**src/rtl/lcu_if.sv**
```systemverilog
// Bus between an adder datapath and the lookahead carry unit: per-bit
// propagate/generate and carry-in toward the LCU, carries and group P/G back.
interface lcu_if #(
  parameter int WIDTH = 4
);
  logic [WIDTH-1:0] p;
  logic [WIDTH-1:0] g;
  logic             cin;
  logic [WIDTH-1:0] c;
  logic             PP;
  logic             GG;

  modport master (output p, g, cin, input  c, PP, GG);
  modport slave  (input  p, g, cin, output c, PP, GG);
endinterface

```
**src/rtl/lcu.sv**
```systemverilog
// Registered lookahead carry unit: a 4-ary tree of 4-bit lookahead cells,
// combinational from input sample to output registers, one-cycle latency.
module lcu #(
  parameter int WIDTH = 4
) (
  input  logic  clk,
  input  logic  rst,
  lcu_if.slave  bus
);

  localparam int LEVELS = (WIDTH <= 4) ? 1 : (WIDTH <= 16) ? 2 : 3;
  // Every tree node at level >= 1, flattened level by level; root is last.
  localparam int NODES  = (WIDTH - 1) / 3;

  if (!(WIDTH == 4 || WIDTH == 16 || WIDTH == 64)) begin : g_bad_width
    $error("lcu: WIDTH must be 4, 16 or 64");
  end

  function automatic int lvl_off(input int k);
    int off;
    off = 0;
    for (int i = 1; i < k; i++) off += WIDTH >> (2 * i);
    return off;
  endfunction

  // Returns {PP, GG} of a 4-wide group.
  function automatic logic [1:0] group_pg(input logic [3:0] pp, input logic [3:0] gg);
    logic grp_gen;
    grp_gen = gg[3] | (pp[3] & gg[2]) | (pp[3] & pp[2] & gg[1])
            | (pp[3] & pp[2] & pp[1] & gg[0]);
    return {&pp, grp_gen};
  endfunction

  // Lookahead carries out of positions 0..2 of a 4-wide group.
  function automatic logic [2:0] carry3(input logic [2:0] pp, input logic [2:0] gg,
                                        input logic ci);
    logic [2:0] co;
    co[0] = gg[0] | (pp[0] & ci);
    co[1] = gg[1] | (pp[1] & gg[0]) | (pp[1] & pp[0] & ci);
    co[2] = gg[2] | (pp[2] & gg[1]) | (pp[2] & pp[1] & gg[0])
          | (pp[2] & pp[1] & pp[0] & ci);
    return co;
  endfunction

  logic [NODES-1:0] grp_p;
  logic [NODES-1:0] grp_g;
  logic [NODES-1:0] grp_ci;
  logic [WIDTH-1:0] c_d, c_q;
  logic             pp_d, pp_q;
  logic             gg_d, gg_q;

  always_comb begin
    // NOTE: every variable gets a default up front so no path leaves one
    // unassigned; otherwise a latch is inferred.
    grp_p  = '0;
    grp_g  = '0;
    grp_ci = '0;
    c_d    = '0;

    // Bottom-up: group propagate/generate at every tree level.
    for (int k = 1; k <= LEVELS; k++) begin
      for (int j = 0; j < (WIDTH >> (2 * k)); j++) begin
        if (k == 1) begin
          {grp_p[j], grp_g[j]} = group_pg(bus.p[4*j +: 4], bus.g[4*j +: 4]);
        end else begin
          {grp_p[lvl_off(k) + j], grp_g[lvl_off(k) + j]} =
            group_pg(grp_p[lvl_off(k-1) + 4*j +: 4], grp_g[lvl_off(k-1) + 4*j +: 4]);
        end
      end
    end

    // Top-down: each upper cell hands carry-ins to its four children.
    grp_ci[NODES-1] = bus.cin;
    for (int k = LEVELS; k >= 2; k--) begin
      for (int j = 0; j < (WIDTH >> (2 * k)); j++) begin
        grp_ci[lvl_off(k-1) + 4*j] = grp_ci[lvl_off(k) + j];
        grp_ci[lvl_off(k-1) + 4*j + 1 +: 3] =
          carry3(grp_p[lvl_off(k-1) + 4*j +: 3], grp_g[lvl_off(k-1) + 4*j +: 3],
                 grp_ci[lvl_off(k) + j]);
      end
    end

    // Leaf cells: bit carries; the top bit reuses the leaf's own group P/G.
    for (int j = 0; j < (WIDTH >> 2); j++) begin
      c_d[4*j +: 3] = carry3(bus.p[4*j +: 3], bus.g[4*j +: 3], grp_ci[j]);
      c_d[4*j + 3]  = grp_g[j] | (grp_p[j] & grp_ci[j]);
    end

    pp_d = grp_p[NODES-1];
    gg_d = grp_g[NODES-1];
  end

  // NOTE: registers use non-blocking assignments so every flop samples
  // its pre-edge value regardless of statement order.
  always_ff @(posedge clk) begin
    if (rst) begin
      c_q  <= '0;
      pp_q <= 1'b0;
      gg_q <= 1'b0;
    end else begin
      c_q  <= c_d;
      pp_q <= pp_d;
      gg_q <= gg_d;
    end
  end

  assign bus.c  = c_q;
  assign bus.PP = pp_q;
  assign bus.GG = gg_q;

endmodule

```
**src/flat_wrapper.sv**
```systemverilog
// flat-port wrapper written by rule: the top's interface ports become plain ports
module lcu_flat 
#(
  parameter int WIDTH = 4
)
  (clk, rst, bus_p, bus_g, bus_cin, bus_c, bus_PP, bus_GG);
  lcu_if #(.WIDTH(WIDTH)) bus_i ();
  input  logic clk;
  input  logic rst;
  input wire logic [$bits(bus_i.p)-1:0] bus_p;
  input wire logic [$bits(bus_i.g)-1:0] bus_g;
  input wire logic [$bits(bus_i.cin)-1:0] bus_cin;
  output wire logic [$bits(bus_i.c)-1:0] bus_c;
  output wire logic [$bits(bus_i.PP)-1:0] bus_PP;
  output wire logic [$bits(bus_i.GG)-1:0] bus_GG;
  assign bus_i.p = bus_p;
  assign bus_i.g = bus_g;
  assign bus_i.cin = bus_cin;
  assign bus_c = bus_i.c;
  assign bus_PP = bus_i.PP;
  assign bus_GG = bus_i.GG;
  lcu #(.WIDTH(WIDTH)) u_core (.clk(clk), .rst(rst), .bus(bus_i));
endmodule
```
**config.mk**
```make
export PLATFORM = sky130hd
export DESIGN_NAME = lcu_flat
export DESIGN_NICKNAME = d
export VERILOG_FILES = /design/src/rtl/lcu_if.sv /design/src/rtl/lcu.sv /design/src/flat_wrapper.sv
export SDC_FILE = /design/constraint.sdc
export NUM_CORES = 1
export LEC_CHECK = 0
export ABC_CLOCK_PERIOD_IN_PS = 950
export CAP_MARGIN = 0
export CORE_AREA = 2 2 39 41
export CTS_CLUSTER_SIZE = 14
export DETAILED_ROUTE_END_ITERATION = 8
export DIE_AREA = 0 0 41 43
export GPL_TIMING_DRIVEN = 0
export PLACE_DENSITY = 0.46
export SLEW_MARGIN = 0
export SYNTH_ARGS = -nofsm -noshare
export SYNTH_HDL_FRONTEND = slang
export SYNTH_SLANG_ARGS = --single-unit
```
**constraint.sdc**
```tcl
create_clock -name clk -period 0.95 [get_ports clk]
set_clock_uncertainty 0.05 [all_clocks]
set_input_delay 0.2375 -clock clk [delete_from_list [all_inputs] [get_ports clk]]
set_output_delay 0.2375 -clock clk [all_outputs]
set_load 0.02 [all_outputs]
```
---- Yosys cells after proc, flatten, opt, wreduce, memory -nomap -nowiden ----
Cells that the tools add are included.
W data, S select, Z words.
word-level totals
  register bits ........................... 6
cells by class
  bitwise logic cells ..................... 25
  reductions and logical operators ........ 1
operator list
  cell               count
  $and A1 B1 Y1      15
  $or A1 B1 Y1       10
  $reduce_and A4 Y1  1

---- Depth between registers and ports, before layout ----
  word-level depth ........................ 5
  mapped depth ............................ 3
  mapped depth without buffers ............ 3

---- Worst setup path before layout ----
Ideal clock, no wire load.
  kind .................................... input to register
  start ................................... in bus_p[0]
  end ..................................... reg u_core.c_q[2], in the netlist u_core.bus.c[2]
  setup time .............................. 0.122 ns
  data arrival time ....................... 0.691 ns
  data required time ...................... 0.778 ns
  path slack .............................. 0.087 ns
  cell stages on the path ................. 3
  path buffers ............................ 0
  cells stage by stage .................... a21o_1 > a211oi_1 > nor3_1
on the way
  longest elaborated chain between the ends .. 3
RTL lines
  what                        line                RTL
  start, declared             flat_wrapper.sv:10  input wire logic [$bits(bus_i.p)-1:0] bus_p;
  $and A1 B1 Y1 (2 in a row)  lcu.sv:41           | (pp[2] & pp[1] & pp[0] & ci);
  $or A1 B1 Y1                lcu.sv:41
  end signal, assigned        lcu.sv:97           c_q <= '0;
  end signal, assigned        lcu.sv:101          c_q <= c_d;
  end, declared               lcu.sv:48           logic [WIDTH-1:0] c_d, c_q;
No other way between the ends.
A chain may end at the register's enable or synchronous reset.

---- Final worst setup path ----
  start ................................... reg u_core.c_q[0], in the netlist u_core.bus.c[0]
  end ..................................... out bus_c[0]
RTL lines
  what           line                RTL
  end, declared  flat_wrapper.sv:13  output wire logic [$bits(bus_i.c)-1:0] bus_c;
No word-level cell between the ends.

==> metrics.txt <==
Compound-Gate Fraction of Synth Area=0.229; Leak Pwr=0.000218 µW; Die ar.=1760 µm²; crit start category=flop; gr usage total=0.0782; Avg Cell Area, Syn=10.9 µm²; fillers=138; GR peak layer=met2; PnR worst setup slack=-0.00160 ns; CTS max path bufs=2; post-DR wirelength/cell=9.02 µm; crit share post-route=1.00; crit path time final=0.952 ns; failing checks=negative setup slack; largest net degree at the start of global routing=6; Crit Path Max Fanout=1; Crit Path Category=flop to output port; Max-Slew Margin vs Limit=0.880; initial cell density of the core=0.158; PwrDens=1420 nW/µm²; Register Area=128 µm²; post-synthesis cell count=20; post-route insts no fill=56; WP data arrival=0.66 ns; clock root cell=clkbuf_4; Max Fclk=1050 MHz; Vias/cell=4.05; largest family of logic cells by synthesized area=compound AO/OA/AOI/OAI gates; die width=41 µm; Max VDD drop=315 µV; first-pass iteration count of the detailed router=1; M2 GR Usage=0.109; Final Wtd Congestion=0.662; Final Cell Area=452 µm²; CTS tree=done; Max stage delay on crit path=0.31 ns; Final #Nets=53; Site Rows=14; area of the multi-input gates=111 µm²; Synth Area in XOR/XNOR=0; synthesis-to-finish area growth=106%; Post-Synth Adder-Cell Area=0; Ant. Diodes=0; CP Capture Type=output port; Slowest cell on crit path=dfxtp_2; first-pass GRT wire length=869 µm; hold slack=0.278 ns; die height=43 µm; outcome=finished with violations; final antenna-violating net count=0; CP delay by family, top=flip-flops; CP Buf/Inv Count=1; Sink Count=6; post-synth net total=31; layout cell share with drive strength beyond 1=0.550; IO Port Bufs=16; Post-Place Cell Area=399 µm²; Cell Area, Synth=219 µm²; placed cell count=52; CTS Buf Count=3; H-tree levels=1; Sum Neg Setup Slack=-0.00160 ns; GRT Residual Overflow=0; io pins=17; Total Wirelength=505 µm; Ys Warns=0; first-iteration detailed-routing DRC count=0; hold path startpoint=bus_cin; Cell variety after synth=10; Seq/Total Area, Yosys=0.549; Setup Viol. Count Final=1; Max-cap violations=0; endpoints failing hold=0; met1 GRT Util=0.0801; # DRC=0; initial antenna violation count=0; met3 usage in global routing=0.0157; most frequent cells in the layout=dlygate4sd2_1, buf_6, dfxtp_2; max-slew violations=0; HPWL Detailed=411 µm; WP data required=0.66 ns; RSZ-0062 raised after global routing=true; Worst Tran Pin Value=0.180 ns; Yosys reg bits=6; Worst Hold Class=primary input to flop; number of global-route vias before repair=240; via count=227; CP Cell Sequence=buf_6; mux contribution to synthesized area=0; CTS clock-pin slew for the worst setup and hold paths=0.04 ns; simple-gate share of the synthesized area=0.223; core area=1380 µm²; Crit. Startpoint=u_core.bus.c[0]
per-layer routing:
metal  vias to the layer above  wire [µm]
met3                         0         75
met2                        17        219
li1                        111          -
met4                         0          0
met5                         -          0
met1                        99        210
path summary, 6_finish.rpt:
path              slack (ns)               to  cells past startpoint
setup / recovery      -0.002         bus_c[0]                      1
hold / removal          0.28  u_core.bus.c[3]                      2
cells in the mapped netlist, drive strengths merged:
cell type / count / area share
nor2: 3 / 0.051
a21oi: 3 / 0.069
a21o: 2 / 0.069
dfxtp: 6 / 0.55
nor3: 1 / 0.023
o22ai: 1 / 0.057
and2b: 1 / 0.040
a211oi: 1 / 0.034
nand2: 1 / 0.017
nand3b: 1 / 0.091
per-stage QoR:
step                      total power, µW   util  worst slack (ns)
final                                 640  0.326          -0.00160
after CTS                             648  0.316           -0.0126
after floorplan                       329      -            0.0873
after detailed placement              418  0.288            -0.434
after global routing                  677  0.326           -0.0229
after global placement                417  0.288            -0.421
cell families (layout without fill, tap and decap cells):
kind of cell,Yosys count,count (layout)
flops,6,6
simple gates,7,7
compound gates,7,7
buf+inv,0,20
state kept, by name, indices dropped and copies added, names as in the netlist:
register / flops
u_core.bus.GG: 1
u_core.bus.PP: 1
u_core.bus.c: 4
cell type report:
cell class,instances,share of cell area
Multi-Input combinational cell,14,0.247
Sequential cell,6,0.283
Timing Repair Buffer,17,0.377
Clock buffer,3,0.0499
Tap cell,16,0.0443
report_power, final:
part	internal [µW]	leakage (µW)	switching (µW)
sequential	274	0.0000514	7.44
clock	142	0.0000138	77.0
combinational	78.2	0.000153	61.7
total	494	0.000218	146
repair_timing:
item	CTS	global route
pin swaps	3	4
hold buffers	0	0
buffers inserted	0	1
gates resized for setup	54	4
setup endpoints to repair	11	8
Power figures use the tool's default switching activity.
==> patch, RTL diff (same flow settings) <==
`c_q` no longer has a reset.
--- a/src/rtl/lcu.sv
+++ b/src/rtl/lcu.sv
@@ -94,14 +94,16 @@
   // its pre-edge value regardless of statement order.
   always_ff @(posedge clk) begin
     if (rst) begin
-      c_q  <= '0;
       pp_q <= 1'b0;
       gg_q <= 1'b0;
     end else begin
-      c_q  <= c_d;
       pp_q <= pp_d;
       gg_q <= gg_d;
     end
+  end
+
+  always_ff @(posedge clk) begin
+    c_q <= c_d;
   end
 
   assign bus.c  = c_q;
Behaviour: not the same (a bounded check fails within 4 cycles, from zero or initial values and one cycle with rst high).
==> patch against the original RTL <==
  * The flow still finishes with violations (setup timing)
  * Sequential cell count unchanged
  * Setup slack worse by 0.018 ns
  * Synthesized cell count down 10%
  * Cell area down 6.6%
  * Non-clock buffer count unchanged
  * Synthesized area down 14%
  * Wire length up 15%
  * Power up 0.52%
  * Largest cell class unchanged
==> patch: results (changes against the original RTL) <==
INFO  metric status = complete, but fails checks (unchanged)
INFO  metric synth_top_cells_by_count = sky130_fd_sc_hd__dfxtp_1, sky130_fd_sc_hd__a21o_1, sky130_fd_sc_hd__a21oi_1, sky130_fd_sc_hd__nand2_1 (was sky130_fd_sc_hd__dfxtp_1, sky130_fd_sc_hd__a21oi_1, sky130_fd_sc_hd__nor2_1)
INFO  metric layout_filler_cell_count = 150 (was 138)
INFO  metric grt_first_pass_wirelength = 834 microns (was 869 microns)
INFO  metric post-place-ws = -0.450 ns (was -0.434 ns)
INFO  metric post-place-cells = 50 (was 52)
INFO  metric grt_start_max_net_pins = 4 (was 6)
INFO  metric synth.net_count = 29 (was 31)
INFO  metric groute.usage.overall = 0.0792 (was 0.0782)
INFO  metric maximum_vdd_drop = 614 uV (was 315 uV)
INFO  metric first_iter_violations = 3 (was 0)
INFO  metric vias = 205 (was 227)
INFO  metric share_of_final_layout_standard_cells_stronger_than_drive_strength_1 = 0.474 (was 0.550)
INFO  metric via_per_inst = 3.80 (was 4.05)
INFO  metric violations = setup timing (unchanged)
INFO  metric grt_pass1_vias = 202 (was 240)
INFO  metric power.static_leakage = 0.000202 uW (was 0.000218 uW)
INFO  metric setup_ws = -0.0195 ns (was -0.00160 ns)
INFO  metric routabilityCongestion = 0.786 (was 0.662)
INFO  metric synth_compound_gate_area_share = 0.238 (was 0.229)
INFO  metric worst-slew-pin-transition = 0.146 ns (was 0.180 ns)
INFO  metric cp_data_arrival_time = 0.68 ns (was 0.66 ns)
INFO  metric postSynthAreaPerCell = 10.5 sq um (was 10.9 sq um)
INFO  metric count_of_unique_library_cells_instantiated_by_yosys = 9 (was 10)
INFO  metric timing.critical_path.from = u_core.bus.c[3] (was u_core.bus.c[0])
INFO  metric setup_viol = 6 (was 1)
==> patch: power breakdown <==
group | leakage (uW) | internal, uW | switching, uW
Combinational | 0.000138 | 72.3 | 51.1
Clock | 0.0000138 | 143 | 97.5
Sequential | 0.0000501 | 272 | 7.34
==> patch: cell families after synthesis <==
| kind of cell | count (synthesis) |
|---|---|
| compound gates | 7 |
| flops | 6 |
| simple gates | 5 |
==> patch: worst paths after layout <==
check / endpoint / slack, ns / depth (start not counted)
min: u_core.bus.c[2] / 0.18 / 2
max: bus_c[3] / -0.02 / 1
==> patch: stage by stage <==
step,instance area [sq um],setup TNS (ns)
2_1_floorplan,189,0
3_3_place_gp,369,-2.91
3_5_place_dp,369,-2.96
4_1_cts,400,-0.134
5_1_grt,422,-0.206
6_report,422,-0.0864
==> patch: layout make-up <==
| type | count | area share |
|---|---|---|
| Multi-Input combinational cell | 12 | 0.184 |
| Sequential cell | 6 | 0.303 |
| Tap cell | 16 | 0.0475 |
| Clock buffer | 3 | 0.0534 |
| Timing Repair Buffer | 17 | 0.412 |
==> patch: timing repair <==
| item | in CTS | in global routing |
|---|---|---|
| pin swaps | 3 | 3 |
| cloned | 0 | 0 |
| gates resized for setup | 48 | 4 |
| endpoints found under the setup margin | 10 | 10 |
| setup buffers | 0 | 1 |
==> patch: layer usage <==
layer	up-vias	share of wire	wire length [microns]	global-route usage
met1	87	0.38	222	0.0705
met4	0	0.0069	4	0.0800
li1	104	-	-	-
met2	12	0.52	304	0.113
met5	-	0	0	0
met3	2	0.087	51	0.0471
